### config.mk
export PLATFORM = sky130hd
export DESIGN_NAME = dcache_multiway_flat
export DESIGN_NICKNAME = d
export VERILOG_FILES = /design/src/rtl/dcache_multiway_if.sv /design/src/rtl/dcache_multiway.sv /design/src/flat_wrapper.sv
export SDC_FILE = /design/constraint.sdc
export NUM_CORES = 2
export LEC_CHECK = 0
export BUFFER_PORTS_ARGS = -buffer_cell sky130_fd_sc_hd__buf_2
export CORE_MARGIN = 1.5
export CORE_UTILIZATION = 30
export DETAILED_ROUTE_END_ITERATION = 6
export HOLD_SLACK_MARGIN = 0.06
export SYNTH_ARGS = -nofsm -noshare
export SYNTH_HDL_FRONTEND = slang
export SYNTH_SLANG_ARGS = --single-unit
### constraint.sdc
create_clock -name clk -period 8.62 [get_ports clk]
set_input_delay 0.431 -clock clk [delete_from_list [all_inputs] [get_ports clk]]
set_output_delay 0.431 -clock clk [all_outputs]
set_load 0.02 [all_outputs]
### src/rtl/dcache_multiway_if.sv
// CPU-side and memory-side signal bundle for dcache_multiway.
// The cache connects through the slave modport; the CPU/memory environment uses master.
interface dcache_multiway_if #(
  parameter int DATABITS = 32,
  parameter int ADDRBITS = 32,
  parameter int BANKNUM  = 4
);
  logic [ADDRBITS-1:0] dcache_addr;
  logic                dcache_rdreq;
  logic                dcache_wrreq;
  logic [DATABITS-1:0] dcache_in;
  logic [BANKNUM-1:0]  byteenable;
  logic [DATABITS-1:0] dcache_out;
  logic                dcache_out_valid;
  logic                dcache_busy;
  logic [ADDRBITS-1:0] mem_addr;
  logic                mem_rdreq;
  logic                mem_wrreq;
  logic [DATABITS-1:0] mem_out;
  logic [DATABITS-1:0] mem_in;
  logic                mem_in_valid;
  logic                mem_ack;
  logic                flush_all;
  logic                flush_done;

  modport slave (
    input  dcache_addr, dcache_rdreq, dcache_wrreq, dcache_in, byteenable,
           mem_in, mem_in_valid, mem_ack, flush_all,
    output dcache_out, dcache_out_valid, dcache_busy,
           mem_addr, mem_rdreq, mem_wrreq, mem_out, flush_done
  );

  modport master (
    output dcache_addr, dcache_rdreq, dcache_wrreq, dcache_in, byteenable,
           mem_in, mem_in_valid, mem_ack, flush_all,
    input  dcache_out, dcache_out_valid, dcache_busy,
           mem_addr, mem_rdreq, mem_wrreq, mem_out, flush_done
  );
endinterface

### src/rtl/dcache_multiway.sv
// Fully-associative write-back data cache with internal evict/fill/flush FSM.
// Define DCACHE_LRU_EN for LRU replacement; otherwise a round-robin pointer picks victims.
module dcache_multiway #(
  parameter int DATABITS      = 32,
  parameter int ADDRBITS      = 32,
  parameter int CACHEADDRBITS = 5,
  parameter int BANKNUM       = 4,
  parameter int WAYS          = 2,
  parameter int WAYBITS       = 1
) (
  input  logic             clk,
  input  logic             reset_n,
  dcache_multiway_if.slave bus
);
  localparam int WORDS   = 1 << CACHEADDRBITS;
  localparam int TAGBITS = ADDRBITS - CACHEADDRBITS - 2;
  localparam logic [CACHEADDRBITS-1:0] LAST_WORD = CACHEADDRBITS'(WORDS - 1);
  localparam logic [CACHEADDRBITS-1:0] ZERO_WORD = '0;

  typedef enum logic [2:0] {IDLE, EVICT, FILL, FLUSH, DONE} state_t;

  state_t                   r_state;
  logic [TAGBITS-1:0]       r_tag [WAYS];
  logic [WAYS-1:0]          r_valid;
  logic [WAYS-1:0]          r_dirty;
  logic [DATABITS-1:0]      r_data [WAYS][WORDS];
  logic [TAGBITS-1:0]       r_req_tag;
  logic [WAYBITS-1:0]       r_victim;
  logic [CACHEADDRBITS-1:0] r_cnt;
  logic [WAYBITS:0]         r_scan;
  logic                     r_flushing;

  logic [DATABITS-1:0]      r_out;
  logic                     r_out_valid;
  logic                     r_busy;
  logic [ADDRBITS-1:0]      r_mem_addr;
  logic                     r_mem_rdreq;
  logic                     r_mem_wrreq;
  logic [DATABITS-1:0]      r_mem_out;
  logic                     r_flush_done;

  logic [TAGBITS-1:0]       w_tag;
  logic [CACHEADDRBITS-1:0] w_offset;
  logic                     w_hit;
  logic [WAYBITS-1:0]       w_hit_way;
  logic                     w_has_inv;
  logic [WAYBITS-1:0]       w_inv_way;
  logic [WAYBITS-1:0]       w_repl_way;
  logic [WAYBITS-1:0]       w_victim;
  logic [WAYBITS-1:0]       w_scan_way;
  logic                     w_idle_req;
  logic                     w_wr_hit;
  logic                     w_rd_hit;
  logic                     w_fill_we;
  logic                     w_fill_last;
  logic                     w_unused;

  assign w_tag      = bus.dcache_addr[ADDRBITS-1:CACHEADDRBITS+2];
  assign w_offset   = bus.dcache_addr[CACHEADDRBITS+1:2];
  assign w_unused   = &{1'b0, bus.dcache_addr[1:0]};
  assign w_scan_way = r_scan[WAYBITS-1:0];

  always_comb begin
    // NOTE: every always_comb output is given a default first so no path can infer a latch.
    w_hit     = 1'b0;
    w_hit_way = '0;
    w_has_inv = 1'b0;
    w_inv_way = '0;
    for (int i = 0; i < WAYS; i++) begin
      if (r_valid[i] && r_tag[i] == w_tag) begin
        w_hit     = 1'b1;
        w_hit_way = WAYBITS'(i);
      end
    end
    // Descending scan leaves the lowest-index invalid way selected.
    for (int i = WAYS - 1; i >= 0; i--) begin
      if (!r_valid[i]) begin
        w_has_inv = 1'b1;
        w_inv_way = WAYBITS'(i);
      end
    end
  end

  // Write wins over read when both are held; flush_all wins over both.
  assign w_idle_req  = (r_state == IDLE) && !bus.flush_all && (bus.dcache_rdreq || bus.dcache_wrreq);
  assign w_wr_hit    = w_idle_req && bus.dcache_wrreq && w_hit;
  assign w_rd_hit    = w_idle_req && !bus.dcache_wrreq && w_hit;
  assign w_fill_we   = (r_state == FILL) && bus.mem_in_valid;
  assign w_fill_last = w_fill_we && (r_cnt == LAST_WORD);

`ifdef DCACHE_LRU_EN
  logic [WAYBITS-1:0] r_age [WAYS];
  logic               w_touch;
  logic [WAYBITS-1:0] w_touch_way;

  always_comb begin
    w_repl_way = '0;
    for (int i = 0; i < WAYS; i++) begin
      if (r_age[i] == WAYBITS'(WAYS - 1)) w_repl_way = WAYBITS'(i);
    end
  end

  assign w_touch     = w_wr_hit || w_rd_hit || w_fill_last;
  assign w_touch_way = (r_state == FILL) ? r_victim : w_hit_way;

  // Ages stay a permutation: only ways younger than the touched one grow older.
  always_ff @(posedge clk or negedge reset_n) begin
    if (!reset_n) begin
      for (int i = 0; i < WAYS; i++) r_age[i] <= WAYBITS'(i);
    end else if (w_touch) begin
      for (int i = 0; i < WAYS; i++) begin
        if (WAYBITS'(i) == w_touch_way)          r_age[i] <= '0;
        else if (r_age[i] < r_age[w_touch_way])  r_age[i] <= r_age[i] + 1'b1;
      end
    end
  end
`else
  logic [WAYBITS-1:0] r_rr;

  assign w_repl_way = r_rr;

  always_ff @(posedge clk or negedge reset_n) begin
    if (!reset_n)         r_rr <= '0;
    else if (w_fill_last) r_rr <= r_rr + 1'b1;
  end
`endif

  assign w_victim = w_has_inv ? w_inv_way : w_repl_way;

  // NOTE: the data array has no reset; valid bits already make stale contents unreachable.
  always_ff @(posedge clk) begin
    if (w_wr_hit) begin
      for (int b = 0; b < BANKNUM; b++) begin
        if (bus.byteenable[b]) r_data[w_hit_way][w_offset][b*8 +: 8] <= bus.dcache_in[b*8 +: 8];
      end
    end
    if (w_fill_we) r_data[r_victim][r_cnt] <= bus.mem_in;
  end

  // NOTE: all state below uses non-blocking assignments so every register sees pre-edge values.
  always_ff @(posedge clk or negedge reset_n) begin
    if (!reset_n) begin
      r_state      <= IDLE;
      r_valid      <= '0;
      r_dirty      <= '0;
      for (int i = 0; i < WAYS; i++) r_tag[i] <= '0;
      r_req_tag    <= '0;
      r_victim     <= '0;
      r_cnt        <= '0;
      r_scan       <= '0;
      r_flushing   <= 1'b0;
      r_out        <= '0;
      r_out_valid  <= 1'b0;
      r_busy       <= 1'b0;
      r_mem_addr   <= '0;
      r_mem_rdreq  <= 1'b0;
      r_mem_wrreq  <= 1'b0;
      r_mem_out    <= '0;
      r_flush_done <= 1'b0;
    end else begin
      r_out_valid  <= 1'b0;
      r_flush_done <= 1'b0;
      case (r_state)
        IDLE: begin
          if (bus.flush_all) begin
            r_state <= FLUSH;
            r_busy  <= 1'b1;
            r_scan  <= '0;
          end else if (w_wr_hit) begin
            r_dirty[w_hit_way] <= 1'b1;
          end else if (w_rd_hit) begin
            r_out       <= r_data[w_hit_way][w_offset];
            r_out_valid <= 1'b1;
          end else if (w_idle_req) begin
            r_busy     <= 1'b1;
            r_victim   <= w_victim;
            r_req_tag  <= w_tag;
            r_cnt      <= '0;
            r_flushing <= 1'b0;
            if (r_dirty[w_victim]) begin
              r_state     <= EVICT;
              r_mem_wrreq <= 1'b1;
              r_mem_addr  <= {r_tag[w_victim], ZERO_WORD, 2'b00};
              r_mem_out   <= r_data[w_victim][ZERO_WORD];
            end else begin
              r_state     <= FILL;
              r_mem_rdreq <= 1'b1;
              r_mem_addr  <= {w_tag, ZERO_WORD, 2'b00};
            end
          end
        end
        EVICT: begin
          if (bus.mem_ack) begin
            if (r_cnt == LAST_WORD) begin
              r_dirty[r_victim] <= 1'b0;
              r_cnt             <= '0;
              r_mem_wrreq       <= 1'b0;
              if (r_flushing) begin
                r_state <= FLUSH;
                r_scan  <= r_scan + 1'b1;
              end else begin
                r_state     <= FILL;
                r_mem_rdreq <= 1'b1;
                r_mem_addr  <= {r_req_tag, ZERO_WORD, 2'b00};
              end
            end else begin
              r_cnt      <= r_cnt + 1'b1;
              r_mem_addr <= {r_tag[r_victim], r_cnt + 1'b1, 2'b00};
              r_mem_out  <= r_data[r_victim][r_cnt + 1'b1];
            end
          end
        end
        FILL: begin
          if (bus.mem_in_valid) begin
            if (r_cnt == LAST_WORD) begin
              r_tag[r_victim]   <= r_req_tag;
              r_valid[r_victim] <= 1'b1;
              r_dirty[r_victim] <= 1'b0;
              r_cnt             <= '0;
              r_mem_rdreq       <= 1'b0;
              r_busy            <= 1'b0;
              r_state           <= IDLE;
            end else begin
              r_cnt      <= r_cnt + 1'b1;
              r_mem_addr <= {r_req_tag, r_cnt + 1'b1, 2'b00};
            end
          end
        end
        FLUSH: begin
          if (r_scan == (WAYBITS+1)'(WAYS)) begin
            r_state      <= DONE;
            r_flush_done <= 1'b1;
          end else if (r_dirty[w_scan_way]) begin
            r_state     <= EVICT;
            r_victim    <= w_scan_way;
            r_flushing  <= 1'b1;
            r_cnt       <= '0;
            r_mem_wrreq <= 1'b1;
            r_mem_addr  <= {r_tag[w_scan_way], ZERO_WORD, 2'b00};
            r_mem_out   <= r_data[w_scan_way][ZERO_WORD];
          end else begin
            r_scan <= r_scan + 1'b1;
          end
        end
        DONE: begin
          r_state <= IDLE;
          r_busy  <= 1'b0;
        end
        default: r_state <= IDLE;
      endcase
    end
  end

  assign bus.dcache_out       = r_out;
  assign bus.dcache_out_valid = r_out_valid;
  assign bus.dcache_busy      = r_busy;
  assign bus.mem_addr         = r_mem_addr;
  assign bus.mem_rdreq        = r_mem_rdreq;
  assign bus.mem_wrreq        = r_mem_wrreq;
  assign bus.mem_out          = r_mem_out;
  assign bus.flush_done       = r_flush_done;
endmodule

### src/flat_wrapper.sv
// flat-port wrapper written by rule: the top's interface ports become plain ports
module dcache_multiway_flat 
#(
  parameter int DATABITS      = 32,
  parameter int ADDRBITS      = 32,
  parameter int CACHEADDRBITS = 5,
  parameter int BANKNUM       = 4,
  parameter int WAYS          = 2,
  parameter int WAYBITS       = 1
)
  (clk, reset_n, bus_dcache_addr, bus_dcache_rdreq, bus_dcache_wrreq, bus_dcache_in, bus_byteenable, bus_mem_in, bus_mem_in_valid, bus_mem_ack, bus_flush_all, bus_dcache_out, bus_dcache_out_valid, bus_dcache_busy, bus_mem_addr, bus_mem_rdreq, bus_mem_wrreq, bus_mem_out, bus_flush_done);
  dcache_multiway_if #(.DATABITS(DATABITS), .ADDRBITS(ADDRBITS), .BANKNUM(BANKNUM)) bus_i ();
  input  logic clk;
  input  logic reset_n;
  input wire logic [$bits(bus_i.dcache_addr)-1:0] bus_dcache_addr;
  input wire logic [$bits(bus_i.dcache_rdreq)-1:0] bus_dcache_rdreq;
  input wire logic [$bits(bus_i.dcache_wrreq)-1:0] bus_dcache_wrreq;
  input wire logic [$bits(bus_i.dcache_in)-1:0] bus_dcache_in;
  input wire logic [$bits(bus_i.byteenable)-1:0] bus_byteenable;
  input wire logic [$bits(bus_i.mem_in)-1:0] bus_mem_in;
  input wire logic [$bits(bus_i.mem_in_valid)-1:0] bus_mem_in_valid;
  input wire logic [$bits(bus_i.mem_ack)-1:0] bus_mem_ack;
  input wire logic [$bits(bus_i.flush_all)-1:0] bus_flush_all;
  output wire logic [$bits(bus_i.dcache_out)-1:0] bus_dcache_out;
  output wire logic [$bits(bus_i.dcache_out_valid)-1:0] bus_dcache_out_valid;
  output wire logic [$bits(bus_i.dcache_busy)-1:0] bus_dcache_busy;
  output wire logic [$bits(bus_i.mem_addr)-1:0] bus_mem_addr;
  output wire logic [$bits(bus_i.mem_rdreq)-1:0] bus_mem_rdreq;
  output wire logic [$bits(bus_i.mem_wrreq)-1:0] bus_mem_wrreq;
  output wire logic [$bits(bus_i.mem_out)-1:0] bus_mem_out;
  output wire logic [$bits(bus_i.flush_done)-1:0] bus_flush_done;
  assign bus_i.dcache_addr = bus_dcache_addr;
  assign bus_i.dcache_rdreq = bus_dcache_rdreq;
  assign bus_i.dcache_wrreq = bus_dcache_wrreq;
  assign bus_i.dcache_in = bus_dcache_in;
  assign bus_i.byteenable = bus_byteenable;
  assign bus_i.mem_in = bus_mem_in;
  assign bus_i.mem_in_valid = bus_mem_in_valid;
  assign bus_i.mem_ack = bus_mem_ack;
  assign bus_i.flush_all = bus_flush_all;
  assign bus_dcache_out = bus_i.dcache_out;
  assign bus_dcache_out_valid = bus_i.dcache_out_valid;
  assign bus_dcache_busy = bus_i.dcache_busy;
  assign bus_mem_addr = bus_i.mem_addr;
  assign bus_mem_rdreq = bus_i.mem_rdreq;
  assign bus_mem_wrreq = bus_i.mem_wrreq;
  assign bus_mem_out = bus_i.mem_out;
  assign bus_flush_done = bus_i.flush_done;
  dcache_multiway #(.DATABITS(DATABITS), .ADDRBITS(ADDRBITS), .CACHEADDRBITS(CACHEADDRBITS), .BANKNUM(BANKNUM), .WAYS(WAYS), .WAYBITS(WAYBITS)) u_core (.clk(clk), .reset_n(reset_n), .bus(bus_i));
endmodule
-- Yosys cells after proc, flatten, opt, wreduce, memory -nomap -nowiden
Memory sizes are Yosys's and may differ from the RTL's.
Cells that the tools add are included.
- add/sub/neg operators: 3
- magnitude comparators: 15
- equal/unequal tests: 32
- multiplexer cells: 3234
- bitwise logic cells: 3085
- reductions and logical operators: 38
- operators by type and width (cell ; number):
    2-to-1 mux 1024 bit ; 7
    2-to-1 mux 1 bit ; 3134
    bitwise OR 1 bit ; 3072
    OR reduction 1024 bit ; 1
    2-to-1 mux 32 bit ; 27
    demux 32 bit (select 5 bit) ; 5
    binary-select mux 32 bit (select 5 bit) ; 2
    2-to-1 mux 25 bit ; 10
    one-hot mux 32 bit (4 select lines) ; 1
    one-hot mux 32 bit (3 select lines) ; 1
    bitwise mux 50 bit ; 1
    == test 25 bit ; 2
    2-to-1 mux 5 bit ; 9
    2-to-1 mux 3 bit ; 10
    inequality test 2 bit (second input constant) ; 14
    demux 25 bit (select 1 bit) ; 1
    2-to-1 mux 2 bit ; 12
    2-to-1 mux 24 bit ; 1
    AND reduction 11 bit ; 2
    one-hot mux 5 bit (4 select lines) ; 1
    AND reduction 10 bit ; 2
    greater-or-equal comparator 6 bit (second input constant) ; 3
    inverter 5 -> 6 bit ; 3
    2-to-1 mux 16 bit ; 1
    42 further kinds ; 85
- flip-flop bits (word level): 193
- memory bits (writable): 2048
- input port bits: 107
- word-level logic and storage cells: 6427
- memories kept: 1
- memories (name ; depth ; width ; read ports ; clocked after memory_dff ; wr ports ; line ; text):
    u_core.r_data ; 2 ; 1024 ; 4 ; 0 ; 1 ; dcache_multiway.sv:26 ; logic [DATABITS-1:0] r_data [WAYS][WORDS];

-- Longest topological paths before layout
- depth in word-level cells: 13
- gate-level depth with buffers: 16
- depth with buffers taken out: 10

-- Worst setup path before layout
OpenSTA, ideal clock, no wires.
- kind: reg2reg
- start point: reg u_core.r_cnt[0]
- end point: mem u_core.r_data[1][0] (netlist name), enable pin
- library setup time: 370 ps
- arrival time: 3350 ps
- required time: 8250 ps
- setup slack: 4900 ps
- cell stages (with the launch flop): 17
- path buffers: 6
- cells stage by stage: dfrtp_1 -> clkbuf_1 -> clkbuf_1 -> buf_2 -> buf_2 -> inv_1 -> ha_1 -> nand2_1 -> nor2_1 -> o31ai_1 -> a22oi_1 -> a211oi_1 -> o211ai_2 -> mux2i_1 -> clkbuf_1 -> clkbuf_1 -> nor2_1
- longest elaborated chain between the ends: 8
- ends and longest elaborated chain (item ; line ; text):
    from (decl) ; dcache_multiway.sv:29 ; logic [CACHEADDRBITS-1:0] r_cnt;
    from (signal assigned) ; dcache_multiway.sv:207 ; r_cnt <= r_cnt + 1'b1;
    from (signal assigned) ; dcache_multiway.sv:224 ; r_cnt <= r_cnt + 1'b1;
    inverter 5 -> 6 bit (implied by the code) * ; dcache_multiway.sv:137 ; if (w_fill_we) r_data[r_victim][r_cnt] <= bus.mem_in;
    greater-or-equal comparator 6 bit (implied by the code) / less-than comparator 6 x 1 -> 1 bit (equally long branches) ; dcache_multiway.sv:137 ;
    logical AND 1 bit (implied by the code) ; dcache_multiway.sv:137 ;
    2-to-1 mux 32 bit (implied by the code) ; dcache_multiway.sv:137 ;
    demux 32 bit (select 5 bit) * ; dcache_multiway.sv:137 ;
    2-to-1 mux 1024 bit (implied by the code) * ; dcache_multiway.sv:137 ;
    OR reduction 1024 bit (no line) ; - ;
    2-to-1 mux 1 bit (no line) / 2-to-1 mux 1024 bit (equally long branches) ; - ;
    to (decl) ; dcache_multiway.sv:26 ;
Mark *: on every way between the ends. The rest lies on a longest branch, timed or not.

-- Final worst setup path
- start point: reg u_core.r_state[1]
- end point: mem u_core.r_data[0][627] (netlist name) (data pin)
- longest elaborated chain between the ends: 10
- ends and longest elaborated chain (item ; line ; text):
    from (decl) ; dcache_multiway.sv:22 ; state_t r_state;
    from (signal assigned) ; dcache_multiway.sv:143 ; r_state <= IDLE;
    from (signal assigned) ; dcache_multiway.sv:166 ; r_state <= FLUSH;
    from (signal assigned) ; dcache_multiway.sv:181 ; r_state <= EVICT;
    branches (longest 9 deep; another with 2-to-1 mux 1024 bit) ; - ;
    2-to-1 mux 1024 bit (no line) * ; - ;
Mark *: on every way between the ends. The select of a mux whose other input is x is not followed.

==> results.json <==
{
  "synth-compound-area-share": 0.0885,
  "p_sw_w": 0.0116,
  "clk_pin_slew_ns": 0.07,
  "via_count": 72300,
  "dpl_cell_area_mm2": 0.114,
  "async_reset_ff_frac": 0.0853,
  "swShare": 0.334,
  "cts_tree": "yes",
  "r2r-start": "u_core.r_state[1]",
  "synth-seq-area-share": 0.614,
  "cts_root_buf": "clkbuf_16",
  "yosysWarnings": 0,
  "ant_nets": 0,
  "violations": "DRC",
  "grt_overflow": 0,
  "report.final.slew_viol_count": 0,
  "pwr-share-comb": 0.307,
  "p_leak_nw": 41.0,
  "ios": 208,
  "routed_wl_um": 393000,
  "portBuffers": 203,
  "grt_pass1_wl_um": 547000,
  "start_util": 0.301,
  "fin_crit_ns": 6.00,
  "timing.final.crit_share": 0.696,
  "drive_above_1_share": 0.231,
  "clock_skew_ns": 0.115,
  "crit_path_start_kind": "flip-flop",
  "p_per_area_mw_per_mm2": 284,
  "synth_top_family_by_area": "multiplexers",
  "crit_start": "u_core.r_state[1]",
  "synth_xor_area_frac": 0.00430,
  "grt_antenna_before_repair": 23,
  "seq_power_share": 0.389,
  "worst_pin_slew_ns": 1.32,
  "critPathCaptureType": "flip-flop",
  "fin_nets": 7178,
  "rsz0062_at_grt": "false",
  "insertion_delay_ns": 0.95,
  "cp_max_fo": 34,
  "htree_levels": 4,
  "synth_fa_ha_area_frac": 0.000696,
  "grt_pass1_vias": 69900,
  "tns_ns": 0,
  "ir_drop_v": 0.000378,
  "drt_iter0_markers": 11100,
  "cts_buffer_depth": 4,
  "dr.pass1.iters": 7,
  "fmax_ghz": 0.167,
  "synth-simple-area-share": 0.0468,
  "die_y_um": 603,
  "drc": 29,
  "cap_viol_max_count": 0,
  "coreArea_mm2": 0.359,
  "fillers": 34000,
  "ys.flop_type": "edfxtp_1",
  "globalplace.congestion": 0.936,
  "rows": 220,
  "relSlewSlack": 0.119,
  "syn_to_final_growth_pct": 13.5,
  "crit_required_ns": 9.22,
  "final_area_mm2": 0.122,
  "outcome": "finished with violations",
  "grt_max_degree": 163,
  "avgSynthCellArea_um2": 15.3,
  "setup_viol": 0,
  "fp.dieW_um": 603,
  "netlist_area_mm2": 0.108,
  "wire_per_inst_um": 32.6,
  "grt_usage": 0.209,
  "synth-seq-cells": 2239,
  "path_class": "reg2reg",
  "worst_ep_arrival_time_ns": 6.60,
  "dp_hpwl_um": 253000,
  "pwr-share-clk": 0.304,
  "finalHoldViolations": 0,
  "p_int_w": 0.0232,
  "holdBufCountCts": 33,
  "hp-class": "in2async",
  "die_area_mm2": 0.363,
  "synth_mux_area_frac": 0.221,
  "post_cts_resize_count": 0,
  "cts_buffers": 239,
  "clock_sinks": 2239,
  "synth_edf_count": 2048,
  "postCtsSetupBuffers": 0,
  "viasPerCell": 6.00,
  "syn_inst": 7052,
  "yosys.cell_types.count": 79
}
[power groups by stage]
stage	logic, W	registers, W	clock network, W
after CTS	0.0107	0.0135	0.0106
after floorplan	0.00632	0.0137	0
after detailed placement	0.0106	0.0138	0
after global placement	0.0105	0.0137	0
after global routing	0.0110	0.0136	0.0110
final	0.0107	0.0135	0.0106
[layer usage]
metal / share of wire / vias to the layer above / track usage
met2: 0.47 / 5070 / 0.334
met4: 0.053 / 16 / 0.0959
met5: 0.00051 / - / 0
li1: - / 28900 / -
met1: 0.37 / 37500 / 0.270
met3: 0.11 / 790 / 0.0474
[final timing paths]
path,cells past startpoint,end,slack [ns]
worst max-delay path,11,u_core.r_data[0][627],2.62
worst min-delay path,2,u_core.bus.mem_addr[22],0.17
worst max register to register,11,u_core.r_data[0][627],2.62
worst min register to register,2,u_core.r_scan[1],0.49
max in group asynchronous,3,u_core.bus.mem_out[16],6.96
min in group clk,5,u_core.bus.dcache_busy,0.18
[placed cells by master, fill, tap and decap left out, types with 83 or more instances in the layout]
cell type  instances
o21ai_0          384
dfrtp_1          189
mux4_2           726
o22ai_1          256
a21oi_1          511
buf_4            159
nor2_1           421
mux2_2           149
nand3_1          285
o21a_1            83
edfxtp_1        2048
clkbuf_16        242
mux2i_1          572
nand2_1           93
buf_2            200
[cell families after synthesis]
| kind of cell | count (synthesis) |
|---|---|
| AND/OR/NAND/NOR | 1065 |
| other | 1 |
| adder cells (fa/ha/maj) | 6 |
| multiplexers | 1451 |
| flip-flops | 2239 |
| AO/OA/AOI/OAI | 1581 |
| buffers and inverters | 656 |
| XOR/XNOR | 53 |
[cells in the mapped netlist (6+ instances only)]
library cell     n  area (um^2)
a31oi_1         62          388
nor4_1          57          357
nand3b_1         6         45.0
nor2_1         440         1650
nand2_1         99          372
o41ai_1         13          114
ha_1             6         75.1
o211ai_1        79          593
mux2_2         149         1680
inv_1           11         41.3
o22ai_1        256         1600
o211a_1         24          240
nand3_1        286         1430
and3_1          10         62.6
and2_1          10         62.6
a211o_1         25          219
nor4b_1          7         61.3
dfrtp_1        191         4780
xnor2_1         38          333
nand4_1         49          307
o21a_1          83          623
mux2i_1        575         5760
o21ai_0        385         1930
buf_1           90          338
xor2_1          15          131
nor4bb_1        25          250
a222oi_1        57          571
mux4_2         726        16400
edfxtp_1      2048        61500
nor3_1          42          210
nand2b_1         8         50.1
buf_2          131          656
a21oi_1        514         2570
clkbuf_1       408         1530
a22oi_1         31          233
buf_4           10         75.1
[cell type report]
cell class	count	area, um^2	area share
antenna	8	20.0	0.000163
clock buffer	286	6270	0.0512
clock inverter	152	1600	0.0131
inverter	13	48.8	0.000399
multi-input combinational	4158	39300	0.321
sequential	2239	66300	0.541
tap	4773	5970	0.0488
timing repair buffer	414	2950	0.0241
[worst max-delay path, cell delays in order, from the launching register on]
cell and delay, ns:
dfrtp_1 0.86, nor4bb_4 0.31, buf_4 0.29, nand2_1 0.43, nand2_1 0.20, nor2_1 0.06, a21oi_1 0.14, o21ai_0 0.14
o211ai_4 1.02, buf_4 0.51, mux2_2 1.05, buf_4 0.55
[flip-flops by register name (all words and copies together) (netlist names), 2 cells and up]
| signal | flops |
|---|---|
| u_core.r_state | 3 |
| u_core.bus.dcache_out | 32 |
| u_core.r_tag | 50 |
| u_core.r_cnt | 5 |
| u_core.bus.mem_addr | 30 |
| u_core.r_data | 2048 |
| u_core.bus.mem_out | 32 |
| u_core.r_valid | 2 |
| u_core.r_dirty | 2 |
| u_core.r_scan | 2 |
| u_core.r_req_tag | 25 |
[metrics by stage]
step	setup slack [ns]	power [W]	hold slack [ns]	utilization	cells
final	2.62	0.0348	0.171	0.341	12000
after global routing	2.33	0.0357	0.170	0.341	12000
after CTS	2.73	0.0348	0.0895	0.341	12000
after detailed placement	2.66	0.0244	0.477	0.318	11600
after global placement	2.70	0.0242	0.474	0.318	11600
after floorplan	4.90	0.0200	0.135	-	7053
Note: power is estimated with default switching activity, not from simulation.
